$ cat config.mk
export PLATFORM = sky130hd
export DESIGN_NAME = butterfly_pipe
export DESIGN_NICKNAME = d
export VERILOG_FILES = /design/src/rtl/butterfly_pipe.sv
export SDC_FILE = /design/constraint.sdc
export NUM_CORES = 2
export LEC_CHECK = 0
export BUFFER_PORTS_ARGS = -buffer_cell sky130_fd_sc_hd__buf_4
export CORE_AREA = 2 2 266 268
export DETAILED_ROUTE_END_ITERATION = 8
export DIE_AREA = 0 0 268 270
export PLACE_DENSITY = 0.71
export SYNTH_ARGS = -nofsm -noshare
export SYNTH_HDL_FRONTEND = slang
export SYNTH_SLANG_ARGS = --single-unit
$ cat constraint.sdc
create_clock -name clk -period 5.1 [get_ports clk]
set_input_delay 1.02 -clock clk [delete_from_list [all_inputs] [get_ports clk]]
set_output_delay 1.02 -clock clk [all_outputs]
set_load 0.05 [all_outputs]
$ cat src/rtl/butterfly_pipe.sv
// rtl/butterfly_pipe.sv - pipelined radix-2 DIT complex butterfly with handshake, scaling and saturation
module butterfly_pipe #(
  parameter int DW = 12,
  parameter int TW = 12
) (
  input  logic                 clk,
  input  logic                 rst_n,
  input  logic                 in_valid,
  output logic                 in_ready,
  input  logic signed [DW-1:0] a_re,
  input  logic signed [DW-1:0] a_im,
  input  logic signed [DW-1:0] b_re,
  input  logic signed [DW-1:0] b_im,
  input  logic signed [TW-1:0] tw_re,
  input  logic signed [TW-1:0] tw_im,
  input  logic                 scale,
  output logic                 out_valid,
  input  logic                 out_ready,
  output logic [DW-1:0]        x_re,
  output logic [DW-1:0]        x_im,
  output logic [DW-1:0]        y_re,
  output logic [DW-1:0]        y_im,
  output logic                 ovf,
  input  logic                 ovf_clr,
  output logic                 ovf_sticky
);

  localparam int PW = DW + TW;   // raw product width
  localparam int SW = DW + 2;    // rounded product / sum width

  localparam logic [PW:0]   RND     = {{(PW-TW+3){1'b0}}, 1'b1, {(TW-3){1'b0}}};
  localparam logic [SW:0]   ONE     = {{SW{1'b0}}, 1'b1};
  localparam logic [DW-1:0] SAT_MAX = {1'b0, {(DW-1){1'b1}}};
  localparam logic [DW-1:0] SAT_MIN = {1'b1, {(DW-1){1'b0}}};

  // One global advance: every stage moves unless a valid output is being held.
  logic en;
  assign en       = !out_valid || out_ready;
  assign in_ready = en;

  // Stage 1 registers
  logic                 s1_valid, s1_scale;
  logic signed [DW-1:0] s1_a_re, s1_a_im, s1_b_re, s1_b_im;
  logic signed [TW-1:0] s1_tw_re, s1_tw_im;

  // Stage 2 registers
  logic                 s2_valid, s2_scale;
  logic [DW-1:0]        s2_a_re, s2_a_im;
  logic signed [PW-1:0] m_rr, m_ii, m_ri, m_ir;

  // Stage 3 combinational datapath
  logic [PW:0]          p_re, p_im, r_re, r_im;
  logic [SW-1:0]        pp_re, pp_im, a_re_x, a_im_x;
  logic [3:0][SW-1:0]   sum;
  logic [3:0][SW:0]     scl_t;
  logic [3:0][SW-1:0]   scaled;
  logic [3:0][DW-1:0]   res;
  logic [3:0]           of;
  logic                 unused_bits;

  // Stage 1: capture the operands and the scale flag
  always_ff @(posedge clk or negedge rst_n) begin
    if (!rst_n) begin
      s1_valid <= 1'b0;
      s1_scale <= 1'b0;
      s1_a_re  <= '0;
      s1_a_im  <= '0;
      s1_b_re  <= '0;
      s1_b_im  <= '0;
      s1_tw_re <= '0;
      s1_tw_im <= '0;
    end else if (en) begin
      s1_valid <= in_valid;
      s1_scale <= scale;
      s1_a_re  <= a_re;
      s1_a_im  <= a_im;
      s1_b_re  <= b_re;
      s1_b_im  <= b_im;
      s1_tw_re <= tw_re;
      s1_tw_im <= tw_im;
    end
  end

  // Stage 2: the four partial products of B*W, carrying A alongside
  always_ff @(posedge clk or negedge rst_n) begin
    if (!rst_n) begin
      s2_valid <= 1'b0;
      s2_scale <= 1'b0;
      s2_a_re  <= '0;
      s2_a_im  <= '0;
      m_rr     <= '0;
      m_ii     <= '0;
      m_ri     <= '0;
      m_ir     <= '0;
    end else if (en) begin
      s2_valid <= s1_valid;
      s2_scale <= s1_scale;
      s2_a_re  <= s1_a_re;
      s2_a_im  <= s1_a_im;
      m_rr     <= s1_b_re * s1_tw_re;
      m_ii     <= s1_b_im * s1_tw_im;
      m_ri     <= s1_b_re * s1_tw_im;
      m_ir     <= s1_b_im * s1_tw_re;
    end
  end

  // Stage 3 combine: complex product, round, add/sub, optional halving, saturate
  always_comb begin
    p_re   = {m_rr[PW-1], m_rr} - {m_ii[PW-1], m_ii};
    p_im   = {m_ri[PW-1], m_ri} + {m_ir[PW-1], m_ir};
    r_re   = p_re + RND;
    r_im   = p_im + RND;
    // Taking bits from TW-2 upward is the arithmetic shift, kept at SW bits.
    pp_re  = r_re[TW-2 +: SW];
    pp_im  = r_im[TW-2 +: SW];
    a_re_x = {{2{s2_a_re[DW-1]}}, s2_a_re};
    a_im_x = {{2{s2_a_im[DW-1]}}, s2_a_im};
    sum[0] = a_re_x + pp_re;
    sum[1] = a_im_x + pp_im;
    sum[2] = a_re_x - pp_re;
    sum[3] = a_im_x - pp_im;
    for (int i = 0; i < 4; i++) begin
      // One extra bit so the +1 of round-half-up cannot wrap before the shift.
      scl_t[i]  = {sum[i][SW-1], sum[i]} + ONE;
      scaled[i] = s2_scale ? scl_t[i][SW:1] : sum[i];
      of[i]     = !((&scaled[i][SW-1:DW-1]) || !(|scaled[i][SW-1:DW-1]));
      if (!of[i]) begin
        res[i] = scaled[i][DW-1:0];
      end else if (scaled[i][SW-1]) begin
        res[i] = SAT_MIN;
      end else begin
        res[i] = SAT_MAX;
      end
    end
  end

  assign unused_bits = ^{r_re[TW-3:0], r_re[PW], r_im[TW-3:0], r_im[PW],
                         scl_t[0][0], scl_t[1][0], scl_t[2][0], scl_t[3][0]};

  // Stage 3 registers: the visible outputs
  always_ff @(posedge clk or negedge rst_n) begin
    if (!rst_n) begin
      out_valid <= 1'b0;
      x_re      <= '0;
      x_im      <= '0;
      y_re      <= '0;
      y_im      <= '0;
      ovf       <= 1'b0;
    end else if (en) begin
      out_valid <= s2_valid;
      x_re      <= res[0];
      x_im      <= res[1];
      y_re      <= res[2];
      y_im      <= res[3];
      ovf       <= s2_valid && (|of);
    end
  end

  // Sticky overflow: records saturation on delivered outputs; clear wins
  always_ff @(posedge clk or negedge rst_n) begin
    if (!rst_n) begin
      ovf_sticky <= 1'b0;
    end else if (ovf_clr) begin
      ovf_sticky <= 1'b0;
    end else if (out_valid && out_ready && ovf) begin
      ovf_sticky <= 1'b1;
    end
  end

endmodule

==> results_dict.tcl <==
set metrics [dict create \
    num_rows 97 \
    synth.top_cells.by_area "fa_1, dfrtp_1, ha_1" \
    cts_buffers 35 \
    drc 0 \
    final-hold-violation-count 0 \
    timing_max_transition_violations_final 0 \
    antenna-diode-count 0 \
    synth_seq_cells 247 \
    gp_congestion 0.8714 \
    fin_nets 5919 \
    netlist.top_cell.by_area "fa_1" \
    fmaxAchievable_ghz 0.1772 \
    grt.overflow.total 0 \
    cts_hold_repair.buffers 0 \
    clock_tree.root_cell "clkbuf_16" \
    post_dp_hpwl_mm 76.21 \
    die-area_mm2 0.07236 \
    tritoncts_num_sinks 247 \
    dieWidth_um 268 \
    antenna_found_initial 0 \
    final.period_utilization 1.107 \
    cts_tree "yes" \
    detail_route.wl_per_cell_um 18.68 \
    edff_count_synth 0 \
    transition_time_at_the_pin_with_the_least_slew_margin_ps 1041 \
    mappedNetlistNets 5175 \
    place.detailed.instances 5675 \
    grtUsageTotal 0.2848 \
    netlist.area_leader.share 0.3038 \
    via_per_inst 5.449 \
    insertion_delay_ps 580 \
    run_status "finished, violations left" \
    most-common-layout-cells "nand2_1, buf_4, inv_1" \
    floorplan.initialDensity 0.5268 \
    unrepaired_setup_endpoints_after_global_routing "yes" \
    critical_path_peak_fanout 5 \
    finalCriticalPeriod_ps 5643 \
    startpoint_type "flop" \
    setup-violations-final 67 \
    synth_area_mm2 0.03664 \
    areaGrowthSynthToFinish_pct 33.30 \
    worstPathRequired_ps 5530 \
    worstPathArrival_ps 6070 \
    postSynth.asyncResetShare 1.000 \
    cts_buffer_depth 3 \
    pin_count_of_the_biggest_net_entering_global_routing 186 \
    timing_worst_setup_path_type "flop to flop" \
    synth.yosys.warnings 0 \
    grt_first_pass_wirelength_mm 164.4 \
    final_layout_size_suffix_gt1_frac 0.2869 \
    slew_headroom 0.3062 \
    placed_area_mm2 0.04312 \
    ctsHtreeMaxLevel 2 \
    floorplan.core_area_mm2 0.06954 \
    finalWirelength_mm 110.1 \
    failed_checks "negative setup slack" \
    endpoint_kind "flop" \
    finClkSkew_ps 25.49 \
    via_count_of_the_first_global_routing_pass 32200 \
    layout.cells.most_common "nand2_1" \
    post_route_worst_setup_slack_ps -543.2 \
    firstDrtPassIters 7 \
    final_util 0.7023 \
    ant_nets 0 \
    ys_types 85 \
    cap_violations 0 \
    synthesis.instances 4187 \
    syn_area_per_cell_um2 8.750 \
    synth-seq-area-share 0.1687 \
    min_path_type "primary input to asynchronous set/reset pin" \
    buffer_ports.inserted 129 \
    clk_pin_slew_worst_paths_ps 60 \
    ys_dominant_reg_cell "dfrtp_1" \
    die_h_um 270 \
    final_cells 5897 \
    detail_route.iter0.violations 2356 \
    io-pin-count 130 \
    num_vias 32140 \
    postLayoutCellArea_mm2 0.04884 \
]
==> cell families after synthesis <==
| group | count (synthesis) | synth area share |
|---|---|---|
| flip-flops | 247 | 0.1687 |
| AO/OA/AOI/OAI | 548 | 0.09621 |
| XOR/XNOR | 173 | 0.04276 |
| AND/OR/NAND/NOR | 1408 | 0.1722 |
| multiplexers | 12 | 0.003483 |
| buffers and inverters | 889 | 0.09190 |
| adder cells (fa/ha/maj) | 910 | 0.4247 |
==> worst paths after layout <==
kind | startpoint | to | slack, ps | cells past startpoint
setup / recovery | s1_b_im[5] | m_ir[22] | -540 | 21
hold / removal | rst_n | y_im[5] | 400 | 1
setup reg to reg | s1_b_im[5] | m_ir[22] | -540 | 21
hold reg to reg | s1_a_re[6] | s2_a_re[6] | 460 | 2
max in group asynchronous | rst_n | s1_tw_im[4] | 3690 | 2
min in group clk | s1_a_re[6] | s2_a_re[6] | 460 | 2
==> cell usage after synthesis (17+ instances only) <==
cell	number
inv_1	707
nand3_1	42
dfrtp_1	247
ha_1	354
nand2_1	791
nor2_1	193
nor3_1	31
a21o_1	33
a21oi_1	178
o21ai_0	102
nor2b_1	25
clkbuf_1	161
o31ai_1	24
a31oi_1	42
and2_1	202
o21bai_1	18
xnor2_1	114
a211oi_1	18
nand2b_1	60
fa_1	556
o21a_1	17
xor2_1	53
==> metrics by stage <==
stage | TNS, ps | hold slack (ps) | worst slack [ps]
2_1_floorplan | -168.9 | 430.0 | -138.8
3_3_place_gp | -21600 | 441.8 | -568.2
3_5_place_dp | -29790 | 455.6 | -682.3
4_1_cts | -10230 | 419.7 | -336.5
5_1_grt | -31140 | 438.5 | -751.2
6_report | -16120 | 398.9 | -543.2
==> worst max-delay path: stages (launching register included) <==
cell       delay [ps]
dfrtp_2           440
buf_6             160
and2_4            160
fa_1              540
inv_1              60
fa_1              500
inv_1              50
fa_1              450
fa_1              510
inv_1              70
fa_1              520
inv_2              50
ha_4              220
inv_2              60
o21ai_2            70
a211o_1           330
a2111oi_4         410
nor3_2            100
or3_1             350
a31oi_2           180
xor2_1            180
o21ai_1            90
==> final cells by class <==
type                       instances  area [µm²]
clock buffer                      49        1010
clock inverter                    14       266.5
fill                            4800       20700
inverter                         709        2675
multi-input combinational       3052       29900
sequential                       247        6203
tap                              940        1176
timing repair buffer             886        7604
==> layer usage <==
metal	vias up	GRT usage	routed length, µm	part of all wire
met3	344	0.05005	7553	0.069
met1	16030	0.3647	42630	0.39
li1	14520	-	-	-
met2	1245	0.4832	54690	0.50
met4	0	0.1020	5266	0.048
met5	-	0	0	0
==> state kept, by name, summed over array words and instances (netlist names), 12 cells and up <==
name / count
s1_a_im: 12
s1_a_re: 12
x_re: 12
m_rr: 24
s2_a_im: 12
m_ii: 24
s1_b_im: 12
s1_b_re: 12
s2_a_re: 12
s1_tw_im: 12
s1_tw_re: 12
x_im: 12
y_re: 12
m_ir: 24
y_im: 12
m_ri: 24
==> timing repair <==
item / CTS / global route
gates cloned: 1 / 4
buffers inserted: 118 / 61
pin swaps: 209 / 260
endpoints found under the setup margin: 86 / 92
resized for setup: 331 / 339
Power is not shown: default switching activity piles up to over one toggle a cycle in this logic, so the estimate is an artifact.
